File: config.mk
export PLATFORM = sky130hd
export DESIGN_NAME = tone_playback_ctrl
export DESIGN_NICKNAME = d
export VERILOG_FILES = /design/src/rtl/tone_playback_ctrl.sv
export SDC_FILE = /design/constraint.sdc
export NUM_CORES = 1
export LEC_CHECK = 0
export CORE_MARGIN = 10
export CORE_UTILIZATION = 40
export CTS_CLUSTER_DIAMETER = 100
export DETAILED_ROUTE_END_ITERATION = 7
export PLACE_DENSITY = 0.76
export SLEW_MARGIN = 20
export SYNTH_ARGS = -nofsm -noshare
export SYNTH_HDL_FRONTEND = slang
export SYNTH_SLANG_ARGS = --single-unit
File: constraint.sdc
create_clock -name clk -period 2.5 [get_ports clk]
set_input_delay 0.625 -clock clk [delete_from_list [all_inputs] [get_ports clk]]
set_output_delay 0.625 -clock clk [all_outputs]
set_load 0.05 [all_outputs]
File: src/rtl/tone_playback_ctrl.sv
// tone_playback_ctrl
// Plays a tone out of a signed sine-sample ROM. Once a command is accepted it
// issues one ROM read every DIV clocks, stepping the phase by a programmable
// increment (wrapping modulo DEPTH), and forwards each returned sample with a
// valid strobe. Several pitches come out of one table by varying the step.
//
// Optional feature macro: TONE_ATTEN_EN
//   Adds a 2-bit 'atten' input, latched at command accept. Each sample is then
//   arithmetically right-shifted by that amount (sign preserved).
//
// Ports
//   clk          : single clock, all logic on posedge
//   rst          : synchronous, active-high reset
//   start        : command strobe, accepted only when idle and not aborting
//   step         : phase increment per sample (0..15), latched at accept
//   length       : number of samples to play, latched at accept
//   abort        : cancels playback (and blocks a same-cycle start when idle)
//   atten        : sample attenuation shift (TONE_ATTEN_EN builds only)
//   rom_data     : signed ROM read data, valid one cycle after rom_en
//   rom_en       : ROM read enable
//   rom_addr     : ROM read address, holds its last value while rom_en is low
//   sample_out   : captured sample, holds between valids
//   sample_valid : sample_out is valid this cycle
//   busy         : playback in progress
//   done         : one-cycle pulse on normal completion
module tone_playback_ctrl #(
  parameter int DEPTH  = 252,
  parameter int ADDR_W = 8,
  parameter int DIV    = 100,
  parameter int DATA_W = 8
) (
  input  logic                     clk,
  input  logic                     rst,
  input  logic                     start,
  input  logic [3:0]               step,
  input  logic [15:0]              length,
  input  logic                     abort,
`ifdef TONE_ATTEN_EN
  input  logic [1:0]               atten,
`endif
  input  logic signed [DATA_W-1:0] rom_data,
  output logic                     rom_en,
  output logic [ADDR_W-1:0]        rom_addr,
  output logic signed [DATA_W-1:0] sample_out,
  output logic                     sample_valid,
  output logic                     busy,
  output logic                     done
);

  localparam int DIV_W = (DIV > 1) ? $clog2(DIV) : 1;
  localparam logic [DIV_W-1:0]  DIV_LAST = DIV_W'(DIV - 1);
  localparam logic [ADDR_W:0]   DEPTH_X  = (ADDR_W + 1)'(DEPTH);

  typedef enum logic [1:0] {
    IDLE = 2'd0,
    PLAY = 2'd1,
    LAST = 2'd2
  } state_t;

  state_t              state_q, state_d;
  logic [ADDR_W-1:0]   phase_q;
  logic [ADDR_W-1:0]   addr_q;
  logic [3:0]          step_q;
  logic [15:0]         count_q;
  logic [DIV_W-1:0]    div_q;
  logic                vld_p1;
  logic                done_q;
  logic signed [DATA_W-1:0] hold_p1;
  logic signed [DATA_W-1:0] shaped_p1;
  logic                tick;
  logic                accept;
  logic                last_read;
`ifdef TONE_ATTEN_EN
  logic [1:0]          atten_q;
`endif

  // Phase advance: the sum is formed one bit wider than the address so that
  // phase+step never overflows before the wrap comparison against DEPTH.
  function automatic logic [ADDR_W-1:0] wrap_phase(input logic [ADDR_W-1:0] ph,
                                                   input logic [3:0]        st);
    logic [ADDR_W:0] sum;
    sum = {1'b0, ph} + (ADDR_W + 1)'(st);
    if (sum >= DEPTH_X) begin
      sum = sum - DEPTH_X;
    end
    return sum[ADDR_W-1:0];
  endfunction

`ifdef TONE_ATTEN_EN
  function automatic logic signed [DATA_W-1:0] shape(input logic signed [DATA_W-1:0] d,
                                                     input logic [1:0]               sh);
    return d >>> sh;
  endfunction
`else
  function automatic logic signed [DATA_W-1:0] shape(input logic signed [DATA_W-1:0] d);
    return d;
  endfunction
`endif

  assign tick      = (state_q == PLAY) && (div_q == '0);
  assign accept    = (state_q == IDLE) && start && !abort;
  assign last_read = tick && (count_q == 16'd1);

  always_comb begin
    state_d  = state_q;
    rom_en   = 1'b0;
    rom_addr = addr_q;
    busy     = 1'b0;
    case (state_q)
      IDLE: begin
        if (accept && (length != '0)) begin
          state_d = PLAY;
        end
      end
      PLAY: begin
        busy   = 1'b1;
        rom_en = tick;
        if (tick) begin
          rom_addr = phase_q;
        end
        if (abort) begin
          state_d = IDLE;
        end else if (last_read) begin
          state_d = LAST;
        end
      end
      LAST: begin
        busy    = 1'b1;
        state_d = IDLE;
      end
      default: begin
        state_d = IDLE;
      end
    endcase
  end

  always_ff @(posedge clk) begin
    if (rst) begin
      state_q <= IDLE;
      phase_q <= '0;
      addr_q  <= '0;
      step_q  <= '0;
      count_q <= '0;
      div_q   <= '0;
      vld_p1  <= 1'b0;
      done_q  <= 1'b0;
      hold_p1 <= '0;
`ifdef TONE_ATTEN_EN
      atten_q <= '0;
`endif
    end else begin
      state_q <= state_d;
      // A read issued this cycle returns data next cycle; abort drops it.
      vld_p1  <= tick && !abort;
      // done fires either for a zero-length command (no reads at all) or as
      // the final read leaves PLAY for LAST.
      done_q  <= (accept && (length == '0)) ||
                 (state_q == PLAY && last_read && !abort);
      if (vld_p1) begin
        hold_p1 <= shaped_p1;
      end
      if (accept) begin
        step_q  <= step;
        count_q <= length;
        phase_q <= '0;
        div_q   <= '0;
`ifdef TONE_ATTEN_EN
        atten_q <= atten;
`endif
      end else if (state_q == PLAY) begin
        div_q <= (div_q == DIV_LAST) ? '0 : div_q + 1'b1;
        if (tick) begin
          addr_q  <= phase_q;
          phase_q <= wrap_phase(phase_q, step_q);
          count_q <= count_q - 16'd1;
        end
      end
    end
  end

  // ---- stage p1: ROM data returns; present it with the valid strobe ----
`ifdef TONE_ATTEN_EN
  assign shaped_p1 = shape(rom_data, atten_q);
`else
  assign shaped_p1 = shape(rom_data);
`endif

  assign sample_out   = vld_p1 ? shaped_p1 : hold_p1;
  assign sample_valid = vld_p1;
  assign done         = done_q;

endmodule
Word level (Yosys, flattened, before mapping)
Cells that the tools add are included.
- magnitude comparators: 1
- $add $sub $neg: 4
- multiplexer cells: 14
- equal/unequal tests: 6
- reductions and logical operators: 22
- operators by type and width (cell ; count):
    two-way mux 16 bit ; 3
    two-way mux 8 bit ; 4
    equality test 16 x 1 -> 1 bit (second input constant) ; 1
    zero test 16 bit ; 1
    nonzero test 16 bit ; 1
    subtractor 16 x 1 -> 16 bit (second input constant) ; 1
    adder 8 x 4 -> 9 bit ; 1
    >= comparator 9 x 8 -> 1 bit (second input constant) ; 1
    logical AND 1 bit ; 9
    subtractor 8 bit (second input constant) ; 1
    adder 7 x 1 -> 7 bit (second input constant) ; 1
    equality test 7 bit (second input constant) ; 1
    zero test 7 bit ; 1
    two-way mux 7 bit ; 1
    two-way mux 2 bit ; 3
    AND reduction 2 bit ; 3
    one-hot mux 2 bit (2 select lines) ; 1
    nonzero test 2 bit ; 2
    OR reduction 2 bit ; 2
    != test 3 bit (second input constant) ; 1
    equality test 2 x 1 -> 1 bit (second input constant) ; 1
    equality test 2 bit (second input constant) ; 1
    zero test 2 bit ; 1
    two-way mux 1 bit ; 2
    other kinds (3) ; 3
- input bits: 32
- word-level logic and storage cells: 56
- output and inout port bits: 20
- register bits: 55

Depth between registers and ports, before layout
- depth in word-level cells: 6
- gate-level depth with buffers: 11
- gate-level depth less buffers: 10

Worst setup path before layout
No wires, ideal clock.
- kind: register -> output
- from: reg state_q[1]
- to: out rom_addr[1]
- slack: -0.657 ns
- data required time: 1.875 ns
- stages on the path, launching flop included: 9
- arrival time: 2.532 ns
- buffers on the path: 3
- cell sequence: dfxtp_1 > inv_1 > ha_1 > buf_2 > nor4b_4 > nand3_2 > clkbuf_1 > clkbuf_1 > o21ai_0
- cells in the longest elaborated chain, start to end: 4
- RTL lines (element ; line ; source):
    from (decl) ; 60 ; state_t state_q, state_d;
    from (signal assigned) ; 152 ; state_q <= state_d;
    equality test 2 x 1 -> 1 bit * ; 100, 109 ;
    logical AND 1 bit ; 100 ; assign tick = (state_q == PLAY) && (div_q == '0);
    two-way mux 8 bit ; 118 ; if (tick) begin
    two-way mux 8 bit * ; -- ;
    to (decl) ; 43 ; output logic [ADDR_W-1:0] rom_addr,
Every way passes the cells marked *; elsewhere a longest branch is shown, timed or not.

Final worst setup path
Ends and elaborated chain as after synthesis.

==> impl_metrics.tcl <==
set metrics [dict create \
    yosys-top-cells-count "64 x nand2_1, 55 x dfxtp_1, 35 x nor2_1, 23 x a21oi_1, 15 x a211oi_1" \
    period_share_pct 98.4 \
    end_kind "output pin" \
    syn-num-nets 410 \
    wl_met2_mm 4.39 \
    yosysMostFrequentCell "nand2_1" \
    internal_power_w 0.00154 \
    p_sw_w 0.000852 \
    min_delay_path_depth 2 \
    min_to "addr_q[4]" \
    synth_edf_count 0 \
    routabilityCongestion 0.897 \
    r2r-end "phase_q[2]" \
    grt-ovfl-total 0 \
    hold_path_startpoint "addr_q[4]" \
    preCtsSetupSlack_ns 0.0136 \
    drt-total-wl_mm 8.61 \
    numPortBuffers 51 \
    yosys_most_used_dff "dfxtp_1" \
    maxCapViolations 0 \
    p_comb_share_pct 36.3 \
    cts.sinks 55 \
    yosys.area.top_type "dfxtp_1" \
    critPathArrivalTime_ns 1.83 \
    outcome "complete, no violations" \
    setup_viol 0 \
    rsz0062_at_grt "yes" \
    grtUsageTotal_pct 14.3 \
    fmax_ghz 0.407 \
    fin_setup_tns_ns 0 \
    netlist_area_um2 3000 \
    postSynthCellCount 366 \
    clock_path_buffers 2 \
    wl_per_cell_um 16.2 \
    synth_fa_ha_area_share_pct 5.25 \
    dieArea_um2 11400 \
    synth.ff_latch_count 55 \
    swShare_pct 35.7 \
    nFillCells 679 \
    crit_chain "inv_2 > ha_4 > nor4b_4 > nand3_4 > buf_12 > nand2_2 > o21ai_4 > buf_12" \
    clock_power_share_pct 21.4 \
    num_io_pins 52 \
    synth_seq_area_share_pct 36.7 \
    synth_top_family_by_area "simple AND/OR/NAND/NOR gates" \
    cpMaxStageDelayCell "dfxtp_1" \
    setup_slack_ns 0.0408 \
    crit_path_frequent_cell "buf_12" \
    routed_via_density 5.27 \
    drtPass1Iterations 4 \
    coreArea_um2 7290 \
    pwr_density_cell_nw_per_um2 567 \
    die_w_um 107 \
    multi_input_area_um2 1910 \
    ys_warn_count 0 \
    via_count 2797 \
    seq_power_share_pct 42.3 \
    syn_area_per_cell_um2 8.20 \
    cts_tree "yes" \
    drv_slew 0 \
    hp-class "register to register" \
    finalNetCount 475 \
    criticalPathCategory "register to output pin" \
    htree_levels 2 \
    ys_top_cells_by_area "dfxtp_1 37%, nand2_1 8.0%, ha_1 4.6%" \
    detail_route.iter0.violations 92 \
    max_stage_delay_ns 0.32 \
    rr_worst_depth 10 \
    cp-start-kind "register" \
    grt_max_degree 29 \
    clk_pin_slew_ns 0.10 \
    clock_latency_ns 0.32 \
    drc 0 \
    synth_compound_area_share_pct 16.1 \
    path_max_fanout 6 \
    regArea_um2 1110 \
    vdd_ir_drop_max_mv 0.384 \
    yosys.area_share.simple_pct 28.6 \
    cts_buffers 5 \
    synthToLayoutAreaGrowth_pct 40.3 \
    hpwlAfterDp_mm 6.36 \
    row_count 31 \
    initial_core_util_pct 41.1 \
    r2r-start "step_q[0]" \
    top_layer_used "met4" \
    finalHoldViolations 0 \
    grt_first_pass_wirelength_mm 13.4 \
    dr_wl_met3_um 457 \
    ant_nets 0 \
    cp.required_ns 1.88 \
    antenna_found_initial 0 \
    n_antenna_cell 0 \
    worstMarginPinSlew_ns 0.512 \
    muxShareOfSynthArea_pct 4.00 \
    max-slew-margin-rel_pct 65.8 \
    period_minus_slack_ns 2.46 \
    die_y_um 107 \
    synth_xor_area_share_pct 5.25 \
    leakagePower_nw 1.57 \
    wl_met1_mm 3.66 \
    synthArstFlopShare_pct 0 \
    drive_gt1_share_pct 23.6 \
    cts-root-buf "clkbuf_8" \
    synth_cell_types 56 \
    fin_skew_ns 0.00378 \
    grt_pass1_vias 2806 \
    rrSetupSlack_ns 0.06 \
    yosys.area.top_type_share_pct 36.7 \
]
## per-stage QoR
step	cell area, um^2	instances	hold slack (ns)	total power [W]	util (%)
2_1_floorplan	3040	366	0.437	0.00152	-
3_3_place_gp	3930	519	0.443	0.00178	53.8
3_5_place_dp	3930	519	0.449	0.00180	53.8
4_1_cts	4030	527	0.465	0.00232	55.3
5_1_grt	4210	531	0.496	0.00251	57.7
6_report	4210	531	0.467	0.00239	57.7
## state kept, by name (all words and copies together) (netlist names)
name and flops:
step_q 4, div_q 7, state_q 2, hold_p1 8
done 1, addr_q 8, count_q 16, phase_q 8
sample_valid 1
## area by class of cell
type,instances,share of cell area (%)
Multi-Input combinational cell,280,45.4
Sequential cell,55,26.3
Clock buffer,5,1.63
Clock inverter,3,0.446
Inverter,12,1.37
Tap cell,99,2.94
Timing Repair Buffer,77,21.9
## critical path, delay by kind of cell, from the launching register on
kind | cells | cell delay (ns)
compound gates | 1 | 0.07
buf+inv | 3 | 0.43
simple gates | 3 | 0.56
fa+ha+maj | 1 | 0.14
flops | 1 | 0.32
## worst max path at each step
stage / start / endpoint / slack, ns / cells past startpoint
after floorplan: state_q[1] / rom_addr[1] / -0.04 / 8
after global placement: phase_q[0] / phase_q[2] / 0.03 / 10
after detailed placement: step_q[0] / phase_q[2] / 0.01 / 10
after CTS: state_q[1] / rom_addr[1] / 0.0008 / 8
after global routing: state_q[1] / rom_addr[3] / -0.06 / 8
final: state_q[1] / rom_addr[1] / 0.04 / 8
## logic make-up after synthesis
family / after synthesis
mux: 11
simple gates: 166
xor+xnor: 18
flops: 55
fa+ha+maj: 12
buf+inv: 31
compound gates: 73
## cells in the final DEF (no fill, tap or decap), types with 3 or more instances in the layout
cell             netlist  layout
nand3_2                3       3
a21oi_1               23      23
clkbuf_8               0       5
nand2_1               64      56
nand4_1                3       3
xnor2_1               11      11
buf_12                 0      18
o21ai_0               10       8
mux2i_1                3       3
nor2b_1               11      11
dfxtp_2                0       4
and2_1                 3       3
nor2_1                35      35
nand3_1                4       3
nor3_1                10      10
dfxtp_1               55      51
a211oi_1              15      14
a311oi_1               4       4
xor2_1                 7       6
nor4_1                 6       6
or3_1                  6       6
inv_1                 11       9
nand2_2                1       9
clkdlybuf4s50_1        0      34
buf_4                  0      23
ha_1                  11       9
mux2_2                 8       8
## layer usage
metal	GRT usage (%)	up-vias
met1	16.8	1318
li1	-	1404
met4	4.16	0
met3	2.81	10
met5	0	-
met2	25.5	65
## power by group through the flow
stage          registers, W  clock network (W)  logic (W)
2_1_floorplan       0.00102                  0   0.000502
3_3_place_gp        0.00102                  0   0.000756
3_5_place_dp        0.00103                  0   0.000775
4_1_cts             0.00101           0.000526   0.000790
5_1_grt             0.00102           0.000550   0.000937
6_report            0.00101           0.000510   0.000868
## timing repair
item | in CTS | in global routing
pin swaps | 1 | 7
cloned | 0 | 2
hold buffers | 0 | 0
hold endpoints to repair | 0 | 0
resized for setup | 4 | 27
endpoints found under the setup margin | 9 | 13
buffers inserted | 0 | 2
No activity file was read; power rests on OpenSTA's default activity.
==> RTL change 1 (same settings) <==
The 3 states of `state_t` get a one-hot encoding in 3 bits.
--- a/src/rtl/tone_playback_ctrl.sv
+++ b/src/rtl/tone_playback_ctrl.sv
@@ -53,6 +53,6 @@
 
-  typedef enum logic [1:0] {
-    IDLE = 2'd0,
-    PLAY = 2'd1,
-    LAST = 2'd2
+  typedef enum logic [2:0] {
+    IDLE = 3'b001,
+    PLAY = 3'b010,
+    LAST = 3'b100
   } state_t;
Behaviour: same outputs for any inputs over 10 cycles, from zero or initial values and one cycle with rst high; not proved beyond that.
==> RTL change 1 against the original RTL <==
First-iteration DRC count grew to 2.8 times the old value. Worst setup slack worse by 0.89 ps. Synthesized area down 5.1%. Power decreased by 8.6%. Sequential cell count up 1. Design area is 4.5% lower. Clock power is 4.5% higher. Global-route usage decreased by 0.98 points. Routed wire length down 8.8%. Count of clock-buffer cells in the layout unchanged. Critical endpoint is now phase_q[2]. Highest routed layer unchanged.
==> RTL change 1: results (changes against the original RTL) <==
| Metric | Value |
|---|---|
| Unique masters post-synth | 54 (was 56) |
| All-layer global routing usage | 13.3% (was 14.3%) |
| First-pass GRT wire length | 12.5 mm (was 13.4 mm) |
| Vias per cell | 5.41 (was 5.27) |
| Fraction of area in multi-input gates | 43.0% (was 45.4%) |
| Clock buffers | 5 (unchanged) |
| Post-CTS Setup Bufs | 2 (was 0) |
| Run status | complete, no violations (unchanged) |
| P_comb | 632 uW (was 868 uW) |
| GRT met3 Usage | 3.53% (was 2.81%) |
| FFs & Latches | 56 (was 55) |
| Final Non-Filler Cells | 519 (was 531) |
| Share of cells above drive strength 1 | 22.7% (was 23.6%) |
| Min Hold Slack | 482 ps (was 467 ps) |
| Max Fclk | 406 MHz (was 407 MHz) |
| DP Cell Count | 503 (was 519) |
| Hpwl dp | 5.67 mm (was 6.36 mm) |
| Maximum number of pins on one net before global-route repair | 28 (was 29) |
| Vias in the first global route | 2589 (was 2806) |
| Fillers | 607 (was 679) |
| Sequential share of the synthesized area | 39.4% (was 36.7%) |
| Data buffer area share | 22.6% (was 21.9%) |
| Number of non-clock inverters in the layout | 10 (was 12) |
| Clock Skews | 11.6 ps (was 3.78 ps) |
| Measured slew at the worst slew-check pin | 608 ps (was 512 ps) |
| Grt met1 use | 17.2% (was 16.8%) |
| Reg2Reg Setup Slack | 40 ps (was 60 ps) |
| Sw frac | 33.6% (was 35.7%) |
| Fin util | 58.5% (was 57.7%) |
| Post-Synthesis Cells | 350 (was 366) |
| R2R cell count | 8 (was 10) |
| Sequential Area | 1130 um^2 (was 1110 um^2) |
| Buffers outside the clock class | 80 (was 77) |
| Placed Area | 3730 um^2 (was 3930 um^2) |
| Final layout net count | 464 (was 475) |
| Crit path arrival time | 2720 ps (was 1830 ps) |
| Critical path type | reg -> reg (was reg -> out) |
| Clk tree area frac | 2.33% (was 2.08%) |
| Synth Net Count | 392 (was 410) |
| Sequential share of power | 46.7% (was 42.3%) |
| Final WL | 7.85 mm (was 8.61 mm) |
| RR Startpoint | phase_q[2] (was step_q[0]) |
| GR Util met2 | 21.4% (was 25.5%) |
| Initial DRC Count | 257 (was 92) |
| Synth area leaders | dfxtp_1 39%, nand2_1 7.1%, a21oi_1 6.0% (was dfxtp_1 37%, nand2_1 8.0%, ha_1 4.6%) |
| Average cell area after synthesis | 8.13 um^2 (was 8.20 um^2) |
| CP peak stage delay | 500 ps (was 320 ps) |
| Placer congestion estimate | 0.896 (was 0.897) |
| Post-synth top cells | 56 x dfxtp_1, 54 x nand2_1, 34 x a21oi_1 (was 64 x nand2_1, 55 x dfxtp_1, 35 x nor2_1) |
==> RTL change 1: cell count changes after synthesis, sizes merged, moves of 4 or more <==
cell / before / now
nor3: 11 / 15
nor2b: 11 / 18
xor2: 7 / 3
nand2: 65 / 54
or3: 7 / 3
a21oi: 24 / 35
a211oi: 16 / 3
a31oi: 2 / 9
xnor2: 11 / 7
==> RTL change 1: routing by layer <==
layer / vias up / routed length (um) / part of all wire [%]
li1: 1389 / - / -
met1: 1308 / 3480 / 44
met2: 100 / 3780 / 48
met3: 12 / 508 / 6.5
met4: 0 / 83 / 1.1
met5: - / 0 / 0
==> RTL change 1: cells by family (layout without fill, tap and decap cells) <==
group	Yosys count	after routing	share of synthesized area (%)
simple gates	156	156	26.5
buf+inv	25	98	3.96
fa+ha+maj	10	10	4.66
flops	56	56	39.4
compound gates	83	83	18.5
mux	10	10	3.87
xor+xnor	10	10	3.08
==> RTL change 2 (config.mk and constraints unchanged) <==
Made on the original files. `DATA_W`: 8 -> 10.
--- a/src/rtl/tone_playback_ctrl.sv
+++ b/src/rtl/tone_playback_ctrl.sv
@@ -29,3 +29,3 @@
   parameter int DIV    = 100,
-  parameter int DATA_W = 8
+  parameter int DATA_W = 10
 ) (
Interface: changed (resized rom_data and sample_out); port bits go from 52 to 56. The function was not compared with the original's and may differ.
==> RTL change 2 against the original RTL <==
The run now ends with negative setup slack left. Hold slack gained 2.0 ps. Sequential cell count grew 2. Power grew 34%. Clock power grew 80%. Die area grew 2.0%. Design area grew 13%. Highest routed layer unchanged. Synthesized area grew 2.5%. Routed wire length grew 11%. Worst setup slack lost 120 ps. Sequential share of layout area shrank 2.2 points. Core utilization grew 6.8 points. Global-route usage grew 0.99 points. Critical path depth grew 2. Via count grew 14%.
==> RTL change 2: results (changes against the original RTL) <==
| Metric | Value |
|---|---|
| Run status | complete, but fails checks (was complete, no violations) |
| Failing checks | negative setup slack |
| Largest registers | count_q x16, hold_p1 x10 |
| Worst setup margin | -76.8 ps (was 40.8 ps) |
| Per-cell routed wire length | 16.5 um (was 16.2 um) |
| CTS clk-pin slew, worst paths | 70 ps (was 100 ps) |
| ANT cells | 0 (unchanged) |
| TritonCTS Buffers | 9 (was 5) |
| Final Non-Filler Cells | 576 (was 531) |
| Placer congestion estimate | 0.885 (was 0.897) |
| DP Cell Count | 539 (was 519) |
| CP peak stage delay | 320 ps (about the same) |
| Maximum vdd drop | 0.474 mV (was 0.384 mV) |
| Hold WC Path Type | reg -> reg (unchanged) |
| Initial antenna violation count | 0 (unchanged) |
| Hpwl dp | 5.91 mm (was 6.36 mm) |
| Post-Synthesis Cells | 381 (was 366) |
| Clock Skews | 13.8 ps (was 3.78 ps) |
| Sequential share of the synthesized area | 37.1% (was 36.7%) |
| Later-pin clock latency in the skew report | 340 ps (was 320 ps) |
| Crit path arrival time | 1950 ps (was 1830 ps) |
| Final layout net count | 518 (was 475) |
| CP delay by family, top | buffers and inverters (was simple AND/OR/NAND/NOR gates) |
| Synth area leaders | dfxtp_1 37%, nand2_1 7.3%, nor2_1 5.2% (was dfxtp_1 37%, nand2_1 8.0%, ha_1 4.6%) |
| Slowest cell on crit path | dfxtp_2 (was dfxtp_1) |
| H-tree levels | 3 (was 2) |
| Setup Viol. Count Final | 9 (was 0) |
| Clock tree buffer depth | 2 (unchanged) |
| EDFF count, synth | 0 (unchanged) |
| Measured slew at the worst slew-check pin | 520 ps (was 512 ps) |
| Post-synthesis xor/xnor area fraction | 5.98% (was 5.25%) |
| Vias per cell | 5.53 (was 5.27) |
| Post-synth top cells | 60 x nand2_1, 57 x dfxtp_1, 43 x nor2_1 (was 64 x nand2_1, 55 x dfxtp_1, 35 x nor2_1) |
| Place WS | 4.25 ps (was 13.6 ps) |
| Multiplexer share of the synthesized area | 3.99% (was 4.00%) |
| Maximum number of pins on one net before global-route repair | 43 (was 29) |
| Initial DRC Count | 119 (was 92) |
| # port buffers | 55 (was 51) |
| Hold path depth | 2 (unchanged) |
| Leakage power | 1.82 nW (was 1.57 nW) |
| Clk root buf | clkbuf_8 (unchanged) |
| Synth Net Count | 427 (was 410) |
| Internal cell power | 2.13 mW (was 1.54 mW) |
| Unique masters post-synth | 51 (was 56) |
| Synth Flop Type | dfxtp_1 (unchanged) |
| Share of cells above drive strength 1 | 31.4% (was 23.6%) |
| Ys Warns | 0 (unchanged) |
| R2R cell count | 12 (was 10) |
| All-layer global routing usage | 15.3% (was 14.3%) |
| Share of flip-flops with an asynchronous set or reset | 0% (unchanged) |
| Crit-path max FO | 4 (was 6) |
| Adder-cell share of the synthesized area | 5.13% (was 5.25%) |
| Fillers | 571 (was 679) |
| First-pass GRT wire length | 14.6 mm (was 13.4 mm) |
| Vias in the first global route | 3069 (was 2806) |
| Synth Area in Compound Gates | 16.6% (was 16.1%) |
| DRT Pass-1 Iters | 5 (was 4) |
[RTL change 2: changes by cell type after synthesis, sizes merged, moves of 5 or more]
cell,before,now
nor2,36,43
buf,6,1
clkbuf,13,18
nand2,65,60
nor2b,11,16
[RTL change 2: through the flow]
step	total power, mW	hold WS (ps)	setup TNS (ps)	cell area [um^2]
floorplan	1.63	437	-466	3090
global placement	1.97	442	0	4080
finish	3.20	468	-273	4750
global route	3.35	492	-1760	4750
detailed placement	1.99	448	0	4080
CTS	3.12	465	-112	4580
[RTL change 2: worst min-delay path: stages (launching register included)]
cell	delay, ps
dfxtp_1	310
nand2_1	50
a21oi_1	60
[RTL change 2: repair_timing]
action                     CTS  global route
gates cloned                 3             0
resized for setup           31            34
buffers inserted            12             7
setup endpoints to repair   11            19
pin swaps                    8            22
[RTL change 2: layout make-up]
class                      count  area (um^2)  area share, %
multi-input combinational    289         2030           42.8
timing repair buffer          99         1160           24.5
sequential                    57         1150           24.1
clock buffer                  12          165           3.48
tap                           99          124           2.61
inverter                      16         72.6           1.53
clock inverter                 4         50.0           1.05
[RTL change 2: logic make-up (layout without fill, tap and decap cells)]
logic type,count (synthesis),in the layout
XOR/XNOR,21,21
AO/OA/AOI/OAI,76,76
flip-flops,57,57
buffers and inverters,35,131
multiplexers,11,11
adder cells (fa/ha/maj),12,12
AND/OR/NAND/NOR,169,169
[RTL change 2: final timing paths]
path	slack (ps)	from	to
worst max-delay path	-80	state_q[1]	rom_addr[1]
worst min-delay path	470	addr_q[4]	addr_q[4]
worst max register to register	-50	phase_q[0]	phase_q[2]
worst min register to register	470	addr_q[4]	addr_q[4]
[RTL change 2: power by group through the flow]
stage | sequential (mW) | clock (mW) | combinational [mW]
floorplan | 1.07 | 0 | 0.561
global placement | 1.08 | 0 | 0.888
detailed placement | 1.08 | 0 | 0.908
CTS | 1.07 | 0.926 | 1.12
global route | 1.09 | 0.978 | 1.29
finish | 1.08 | 0.920 | 1.20
[RTL change 2: routing by layer]
| layer | up-vias | wire [um] | track usage (%) |
|---|---|---|---|
| met4 | 0 | 188 | 4.58 |
| met3 | 23 | 579 | 4.79 |
| li1 | 1510 | - | - |
| met1 | 1534 | 3660 | 16.4 |
| met2 | 118 | 5080 | 27.8 |
| met5 | - | 0 | 0 |
